### src/rtl/seven_segment_bcd_counter.sv
// seven_segment_bcd_counter
//   Multi-digit BCD up/down counter with parallel load, a wrap pulse and a
//   time-multiplexed 7-segment driver. Anode and segment outputs are
//   registered.
//   Build option: define SEVEN_SEG_LEADING_ZERO_BLANK_EN to blank leading
//   zero digits. The least significant digit is always shown.
module seven_segment_bcd_counter #(
    parameter int NUM_DIGITS   = 4,
    parameter int CLK_HZ       = 50000000,
    parameter int TICK_HZ      = 1,
    parameter int REFRESH_BITS = 18,
    parameter int ACTIVE_LOW   = 1
) (
    input  logic                    clock_50Mhz,
    input  logic                    reset,
    input  logic                    count_enable,
    input  logic                    count_down,
    input  logic                    load,
    input  logic [4*NUM_DIGITS-1:0] load_value,
    output logic [4*NUM_DIGITS-1:0] bcd_value,
    output logic                    wrap,
    output logic [NUM_DIGITS-1:0]   Anode_Activate,
    output logic [6:0]              LED_out
);

    localparam int PRESCALE = CLK_HZ / TICK_HZ;
    localparam int PS_W     = (PRESCALE > 1) ? $clog2(PRESCALE) : 1;
    localparam int IDX_W    = (NUM_DIGITS > 1) ? $clog2(NUM_DIGITS) : 1;

    localparam logic [PS_W-1:0]       PS_LAST  = PS_W'(PRESCALE - 1);
    localparam logic [IDX_W-1:0]      IDX_LAST = IDX_W'(NUM_DIGITS - 1);
    localparam logic [NUM_DIGITS-1:0] AN_OFF   = (ACTIVE_LOW != 0) ? '1 : '0;
    localparam logic [6:0]            LED_OFF  = (ACTIVE_LOW != 0) ? 7'h7F : 7'h00;

    logic [PS_W-1:0]         presc_q, presc_d;
    logic                    tick;
    logic [REFRESH_BITS-1:0] refresh_q;
    logic [IDX_W-1:0]        idx_q, idx_d;
    logic [4*NUM_DIGITS-1:0] bcd_q, bcd_d;
    logic                    wrap_q, wrap_d;
    logic [NUM_DIGITS-1:0]   an_q, an_d;
    logic [6:0]              led_q, led_d;
    logic [NUM_DIGITS-1:0]   lead_zero;

    // Active-low segment pattern (g..a); anything outside 0..9 is blank.
    function automatic logic [6:0] seg_lo(input logic [3:0] v);
        case (v)
            4'd0:    seg_lo = 7'b1000000;
            4'd1:    seg_lo = 7'b1111001;
            4'd2:    seg_lo = 7'b0100100;
            4'd3:    seg_lo = 7'b0110000;
            4'd4:    seg_lo = 7'b0011001;
            4'd5:    seg_lo = 7'b0010010;
            4'd6:    seg_lo = 7'b0000010;
            4'd7:    seg_lo = 7'b1111000;
            4'd8:    seg_lo = 7'b0000000;
            4'd9:    seg_lo = 7'b0010000;
            default: seg_lo = 7'b1111111;
        endcase
    endfunction

    // Free-running prescaler; tick marks its last count.
    always_comb begin
        tick    = (presc_q == PS_LAST);
        presc_d = tick ? '0 : presc_q + 1'b1;
    end

    // Prescaler register.
    always_ff @(posedge clock_50Mhz) begin
        if (reset) presc_q <= '0;
        else       presc_q <= presc_d;
    end

    // Counter next state: load beats tick, ripple carry/borrow through the digits.
    always_comb begin
        logic       carry;
        logic [3:0] nib;
        bcd_d  = bcd_q;
        wrap_d = 1'b0;
        carry  = 1'b0;
        nib    = 4'd0;
        if (load) begin
            for (int d = 0; d < NUM_DIGITS; d++) begin
                nib = load_value[4*d +: 4];
                bcd_d[4*d +: 4] = (nib > 4'd9) ? 4'd0 : nib;
            end
        end else if (tick && count_enable) begin
            carry = 1'b1;
            for (int d = 0; d < NUM_DIGITS; d++) begin
                nib = bcd_q[4*d +: 4];
                if (carry) begin
                    if (!count_down) begin
                        if (nib == 4'd9) begin
                            bcd_d[4*d +: 4] = 4'd0;
                        end else begin
                            bcd_d[4*d +: 4] = nib + 4'd1;
                            carry = 1'b0;
                        end
                    end else begin
                        if (nib == 4'd0) begin
                            bcd_d[4*d +: 4] = 4'd9;
                        end else begin
                            bcd_d[4*d +: 4] = nib - 4'd1;
                            carry = 1'b0;
                        end
                    end
                end
            end
            // A carry out of the top digit means every digit rolled over.
            wrap_d = carry;
        end
    end

    // Counter and wrap registers.
    always_ff @(posedge clock_50Mhz) begin
        if (reset) begin
            bcd_q  <= '0;
            wrap_q <= 1'b0;
        end else begin
            bcd_q  <= bcd_d;
            wrap_q <= wrap_d;
        end
    end

    // Digit index advances when the refresh counter rolls over.
    always_comb begin
        idx_d = idx_q;
        if (refresh_q == '1) idx_d = (idx_q == IDX_LAST) ? '0 : idx_q + 1'b1;
    end

    // Refresh counter and digit index registers.
    always_ff @(posedge clock_50Mhz) begin
        if (reset) begin
            refresh_q <= '0;
            idx_q     <= '0;
        end else begin
            refresh_q <= refresh_q + 1'b1;
            idx_q     <= idx_d;
        end
    end

`ifdef SEVEN_SEG_LEADING_ZERO_BLANK_EN
    // A digit is a leading zero when it and all digits above it are zero.
    always_comb begin
        logic run;
        lead_zero = '0;
        run       = 1'b1;
        for (int d = NUM_DIGITS - 1; d >= 1; d--) begin
            run          = run & (bcd_q[4*d +: 4] == 4'd0);
            lead_zero[d] = run;
        end
    end
`else
    // Every digit is always shown.
    always_comb begin
        lead_zero = '0;
    end
`endif

    // Select the scanned digit (index 0 = most significant) and build the drive patterns.
    always_comb begin
        logic [NUM_DIGITS-1:0] an_hot;
        logic [3:0]            nib_sel;
        logic                  blank_sel;
        logic [6:0]            seg;
        an_hot    = '0;
        nib_sel   = 4'd0;
        blank_sel = 1'b0;
        for (int d = 0; d < NUM_DIGITS; d++) begin
            if (d == NUM_DIGITS - 1 - int'(idx_q)) begin
                an_hot[d] = 1'b1;
                nib_sel   = bcd_q[4*d +: 4];
                blank_sel = lead_zero[d];
            end
        end
        seg   = blank_sel ? 7'b1111111 : seg_lo(nib_sel);
        led_d = (ACTIVE_LOW != 0) ? seg : ~seg;
        an_d  = (ACTIVE_LOW != 0) ? ~an_hot : an_hot;
    end

    // Registered display outputs.
    always_ff @(posedge clock_50Mhz) begin
        if (reset) begin
            an_q  <= AN_OFF;
            led_q <= LED_OFF;
        end else begin
            an_q  <= an_d;
            led_q <= led_d;
        end
    end

    assign bcd_value      = bcd_q;
    assign wrap           = wrap_q;
    assign Anode_Activate = an_q;
    assign LED_out        = led_q;

endmodule
### config.mk
export PLATFORM = sky130hd
export DESIGN_NAME = seven_segment_bcd_counter
export DESIGN_NICKNAME = d
export VERILOG_FILES = /design/src/rtl/seven_segment_bcd_counter.sv
export SDC_FILE = /design/constraint.sdc
export NUM_CORES = 1
export LEC_CHECK = 0
export ABC_AREA = 1
export CORE_ASPECT_RATIO = 1.75
export CORE_MARGIN = 1.5
export CORE_UTILIZATION = 35
export DETAILED_ROUTE_END_ITERATION = 10
export SLEW_MARGIN = 0
export SYNTH_ARGS = -nofsm -noshare
export SYNTH_HDL_FRONTEND = slang
export SYNTH_SLANG_ARGS = --single-unit
export TNS_END_PERCENT = 5
### constraint.sdc
create_clock -name clock_50Mhz -period 4.45 [get_ports clock_50Mhz]
set_input_delay 0.89 -clock clock_50Mhz [delete_from_list [all_inputs] [get_ports clock_50Mhz]]
set_output_delay 0.89 -clock clock_50Mhz [all_outputs]
set_load 0.01 [all_outputs]
==> results of run 1 <==
## worst max-delay path by stage
| stage | startpoint | endpoint | slack [ps] | cells after the start |
|---|---|---|---|---|
| final | load | bcd_value[10] | 1720 | 7 |
| after CTS | load | bcd_value[10] | 1740 | 7 |
| after global routing | load | bcd_value[10] | 1550 | 7 |
| after floorplan | load | bcd_value[11] | 2550 | 6 |
| after global placement | load | bcd_value[10] | 1450 | 7 |
| after detailed placement | load | bcd_value[10] | 1400 | 7 |
## cells by family (layout without fill, tap and decap cells)
group,count (synthesis),count (layout),share of synthesized area
AND/OR/NAND/NOR,399,399,0.406
AO/OA/AOI/OAI,96,96,0.115
buffers and inverters,97,144,0.0906
adder cells (fa/ha/maj),7,7,0.0199
flip-flops,74,74,0.336
XOR/XNOR,16,16,0.0318
## final cells by class
cell class | count | area, um^2
clock inverters | 5 | 103
clock buffers | 10 | 239
well taps | 168 | 210
multi-input cells | 518 | 2520
repair buffers | 49 | 488
flip-flops and latches | 74 | 1480
inverters | 80 | 300
fillers | 1311 | 7020
## power by group through the flow
stage,Clock [mW],Combinational [mW],Sequential [mW]
6_report,0.835,0.227,0.715
3_3_place_gp,0,0.221,0.729
4_1_cts,0.850,0.226,0.715
5_1_grt,0.885,0.252,0.718
3_5_place_dp,0,0.225,0.729
2_1_floorplan,0,0.135,0.727
## metrics by stage
step,setup WS (ps),util
floorplan,2550,-
global placement,1450,0.405
detailed placement,1400,0.405
CTS,1740,0.432
global route,1550,0.432
finish,1720,0.432
## sequential cells by signal, indices dropped and copies added, names as in the netlist
register	count
presc_q	26
refresh_q	18
bcd_value	16
LED_out	7
Anode_Activate	4
idx_q	2
wrap	1
## routing by layer
metal / vias to the layer above / track usage
li1: 2301 / -
met4: 0 / 0.117
met1: 2032 / 0.179
met2: 153 / 0.338
met5: - / 0
met3: 36 / 0.0365
## critical path, stage by stage
cell,delay (ps)
clkdlybuf4s50_1,730
inv_1,760
nand2_4,250
nand2_2,150
nand2_1,60
nand2_1,70
nor2_1,50
## placed cells by master, fill, tap and decap left out, drive strengths merged, types with 3 or more instances in the layout
cell type	instances
nand4	14
clkdlybuf4s50	48
nor3	20
bufinv	3
nand3b	3
xnor2	4
nor3b	3
nor2	113
nand2	186
nand3	57
a31oi	5
dfxtp	74
a21oi	49
clkbuf	10
xor2	12
o21ai	37
inv	79
ha	7
==> results.yml, run 1 <==
worst_setup_path:
  r2r_slack_ps: 2510
  crit_fanout: 24
  worst_r2r_startpoint: "idx_q[0]"
  r2r_end: "LED_out[3]"
  worst_setup_path_start_kind: "primary input"
  cp.required_ps: 4690
  ff2ff_path_depth: 9
  critPathKind: "in -> reg"
  worst_ep_arrival_time_ps: 2970
  end_kind: "register"
clock_network:
  clk_latency_ps: 340
  post_cts_buffers: 0
  clkSinkCount: 74
  root_buffer: "clkbuf_16"
  cts-resized-gates: 0
  cts_hold_buffers: 0
  clk_pin_slew_ps: 60
  cts_buffer_depth: 2
  cts_buffers: 9
  cts_tree: "done"
  h-tree-depth: 3
detailed_routing:
  wl_per_cell_um: 13.1
  highest_layer: "met4"
  first_iter_violations: 187
  drc: 0
  vias: 4522
  first_pass_iters: 5
  vias_per_cell: 5.00
  wl_met3_um: 654
  ant_nets: 0
  wl_um: 11900
  wl_met1_um: 4470
  wl_met2_um: 6200
floorplanning:
  std_cell_rows: 54
  dieArea_mm2: 0.0133
  pin_count: 49
  die_h_um: 151
  die_w_um: 87.8
  start_util: 0.356
  coreArea_mm2: 0.0124
sta:
  timing.hold.ws_ps: 457
  max_freq_mhz: 366
  final.setup.tns_ps: 0
  rsz0062_at_grt: "no"
  finalSetupViolations: 0
  period_share: 0.614
  slew_headroom: 0.443
  worstMarginPinSlew_ps: 835
  skew_ps: 8.18
  min_period_ps: 2730
  hold_viol: 0
  drv_slew: 0
worst_hold_path:
  hp-start: "presc_q[0]"
  whs_path_depth: 1
  min_path_type: "reg -> reg"
  hold_path_end: "presc_q[0]"
synth:
  synthFlopType: "dfxtp_1"
  synthDominantCellAreaShare: 0.336
  syn_nets: 717
  synth-seq-area-share: 0.336
  yosysMostFrequentCell: "nand2_1"
  yosysTopAreaCell: "dfxtp_1"
  synth-edff-count: 0
  synthArstFlopShare: 0
  synth-seq-cells: 74
  ys_warn_count: 0
  synth.avg_cell_area_um2: 6.39
  netlist_area_mm2: 0.00440
  synth_common_cells: "nand2_1 (175), nor2_1 (104), inv_1 (75)"
  yosysUniqueCellTypes: 38
  netlist_instances: 689
  synthTopCellsByArea: "dfxtp_1 (34%), nand2_1 (15%), nor2_1 (8.9%)"
cells_and_area:
  stdcell_area_mm2: 0.00535
  diodes: 0
  nets: 760
  instances_no_fill: 904
  syn2layout_area_growth_pct: 21.4
  drive_gt1_frac: 0.0707
power:
  p_leak_nw: 2.20
  p_int_mw: 1.34
  p_seq_frac: 0.402
  finalPower_mw: 1.78
  clkPwrFrac: 0.470
  swShare: 0.246
  p_sw_mw: 0.436
  p_comb_frac: 0.128
  power.density_mw_per_mm2: 332
  vdd_drop_max_mv: 0.193
placed_design:
  dp_hpwl_um: 8880
  dp.cells: 889
  placed_area_mm2: 0.00500
  place_congestion: 0.935
  port_buffers: 48
global_routing:
  overflow: 0
  grt_pass1_vias: 4297
  grt_pass1_wl_um: 18700
  track_usage: 0.183
  antenna_found_initial: 0
  grt_max_degree: 27
flow_run:
  maxCapViolations: 0
status:
  status: "finished, final reports clean"
No activity file was read; power rests on OpenSTA's default activity.
==> inputs of run 2 (changes only) <==
==> constraint.sdc (replaced) <==
create_clock -name clock_50Mhz -period 2.7 [get_ports clock_50Mhz]
set_input_delay 0.54 -clock clock_50Mhz [delete_from_list [all_inputs] [get_ports clock_50Mhz]]
set_output_delay 0.54 -clock clock_50Mhz [all_outputs]
set_load 0.01 [all_outputs]
==> run 2 against run 1 <==
Effect of this change: sequential power grew 65%; clock power rose by 43%; critical path type is now reg -> out; clock-buffer cell count stayed put; largest cell class unchanged; combinational power up 68%; die area stayed put; sequential cell count unchanged; setup slack lost 1100 ps.
==> results.yml, run 2 (synthesized netlist as in run 1, its figures left out) <==
power:
  p_leak_nw: 2.21
  finalPower_mw: 2.75
  power.density_mw_per_mm2: 515
  vdd_drop_max_mv: 0.416
detailed_routing:
  first_iter_violations: 224
  ant_nets: 0
  drc: 0
  vias: 4499
  wl_per_cell_um: 12.9
  wl_um: 11700
  vias_per_cell: 4.94
  first_pass_iters: 4
floorplanning:
  coreArea_mm2: 0.0124
  die_w_um: 87.8
  die_h_um: 151
  pin_count: 49
  std_cell_rows: 54
  dieArea_mm2: 0.0133
  start_util: 0.356
clock_network:
  post_cts_buffers: 0
  root_buffer: "clkbuf_16"
  clkSinkCount: 74
  cts_hold_buffers: 0
  clk_pin_slew_ps: 60
  cts_buffers: 9
  cts-resized-gates: 0
  clk_latency_ps: 330
  cts_buffer_depth: 2
  h-tree-depth: 3
  cts_tree: "done"
worst_setup_path:
  ff2ff_path_depth: 11
  end_kind: "output port"
  worst_r2r_startpoint: "idx_q[0]"
  critical_path_cell_count: 1
  slowest_delay_ps: 620
  crit_start: "bcd_value[4]"
  path_cells: "clkdlybuf4s50_1"
  worst_setup_path_start_kind: "register"
  critPathTopFamily: "buffers and inverters"
  cp.required_ps: 2160
  cpMaxStageDelayCell: "clkdlybuf4s50_1"
  crit_fanout: 7
  cp_num_buf_inv: 1
  critPathKind: "reg -> out"
  r2r_slack_ps: 790
  r2r_end: "LED_out[3]"
  critPathCapture: "bcd_value[4]"
  worst_ep_arrival_time_ps: 1530
global_routing:
  overflow: 0
  grt_pass1_vias: 4271
  track_usage: 0.186
  grt_max_degree: 25
  grt_pass1_wl_um: 19100
  antenna_found_initial: 0
sta:
  slew_headroom: 0.710
  skew_ps: 9.10
  final.setup.tns_ps: 0
  worstMarginPinSlew_ps: 430
  rsz0062_at_grt: "no"
  drv_slew: 0
  min_period_ps: 2070
  setup_slack_ps: 628
  hold_viol: 0
  max_freq_mhz: 483
  period_share: 0.768
  finalSetupViolations: 0
cells_and_area:
  final_core_util: 0.432
  largest_reg_flops: 26
  nets: 766
  regMostFlops: "presc_q"
  n_fill_cell: 1313
  diodes: 0
  syn2layout_area_growth_pct: 21.3
  layout_common_cells: "nand2_1 (175), nor2_1 (104), inv_1 (75)"
  final_common_cell: "nand2_1"
  drive_gt1_frac: 0.0781
flow_run:
  maxCapViolations: 0
worst_hold_path:
  min_path_type: "reg -> reg"
status:
  status: "finished, final reports clean"
placed_design:
  dp_hpwl_um: 9100
  place_congestion: 0.970
  pre_cts_slack_ps: 642
  port_buffers: 48
==> run 2: stage by stage <==
step                hold WS, ps  instances  instance area, um^2
floorplan                   430        689                 4400
global placement            447        895                 5050
detailed placement          456        895                 5050
CTS                         466        911                 5340
global route                492        911                 5340
finish                      460        911                 5340
==> run 2: where the power goes <==
| group | switching (mW) | internal [mW] |
|---|---|---|
| clock network | 0.474 | 0.717 |
| registers | 0.0481 | 1.13 |
| logic | 0.216 | 0.165 |
==> run 2: metal layers <==
layer,GRT usage,part of all wire
met1,0.184,0.38
met2,0.344,0.53
met3,0.0392,0.047
met4,0.109,0.045
met5,0,0
==> run 2: layout make-up <==
class                   count  area (um^2)  share of cell area
repair buffers             55          533              0.0998
multi-input cells         518         2520               0.472
clock inverters             6         65.1              0.0122
clock buffers              10          229              0.0429
flip-flops and latches     74         1480               0.277
inverters                  80          300              0.0562
well taps                 168          210              0.0393
==> run 2: worst min-delay path by stage <==
| stage | start | endpoint | slack [ps] | cells past startpoint |
|---|---|---|---|---|
| after floorplan | presc_q[0] | presc_q[0] | 430 | 1 |
| after global placement | presc_q[0] | presc_q[0] | 450 | 1 |
| after detailed placement | refresh_q[8] | refresh_q[8] | 460 | 2 |
| after CTS | refresh_q[8] | refresh_q[8] | 470 | 2 |
| after global routing | refresh_q[8] | refresh_q[8] | 490 | 2 |
| final | refresh_q[8] | refresh_q[8] | 460 | 2 |
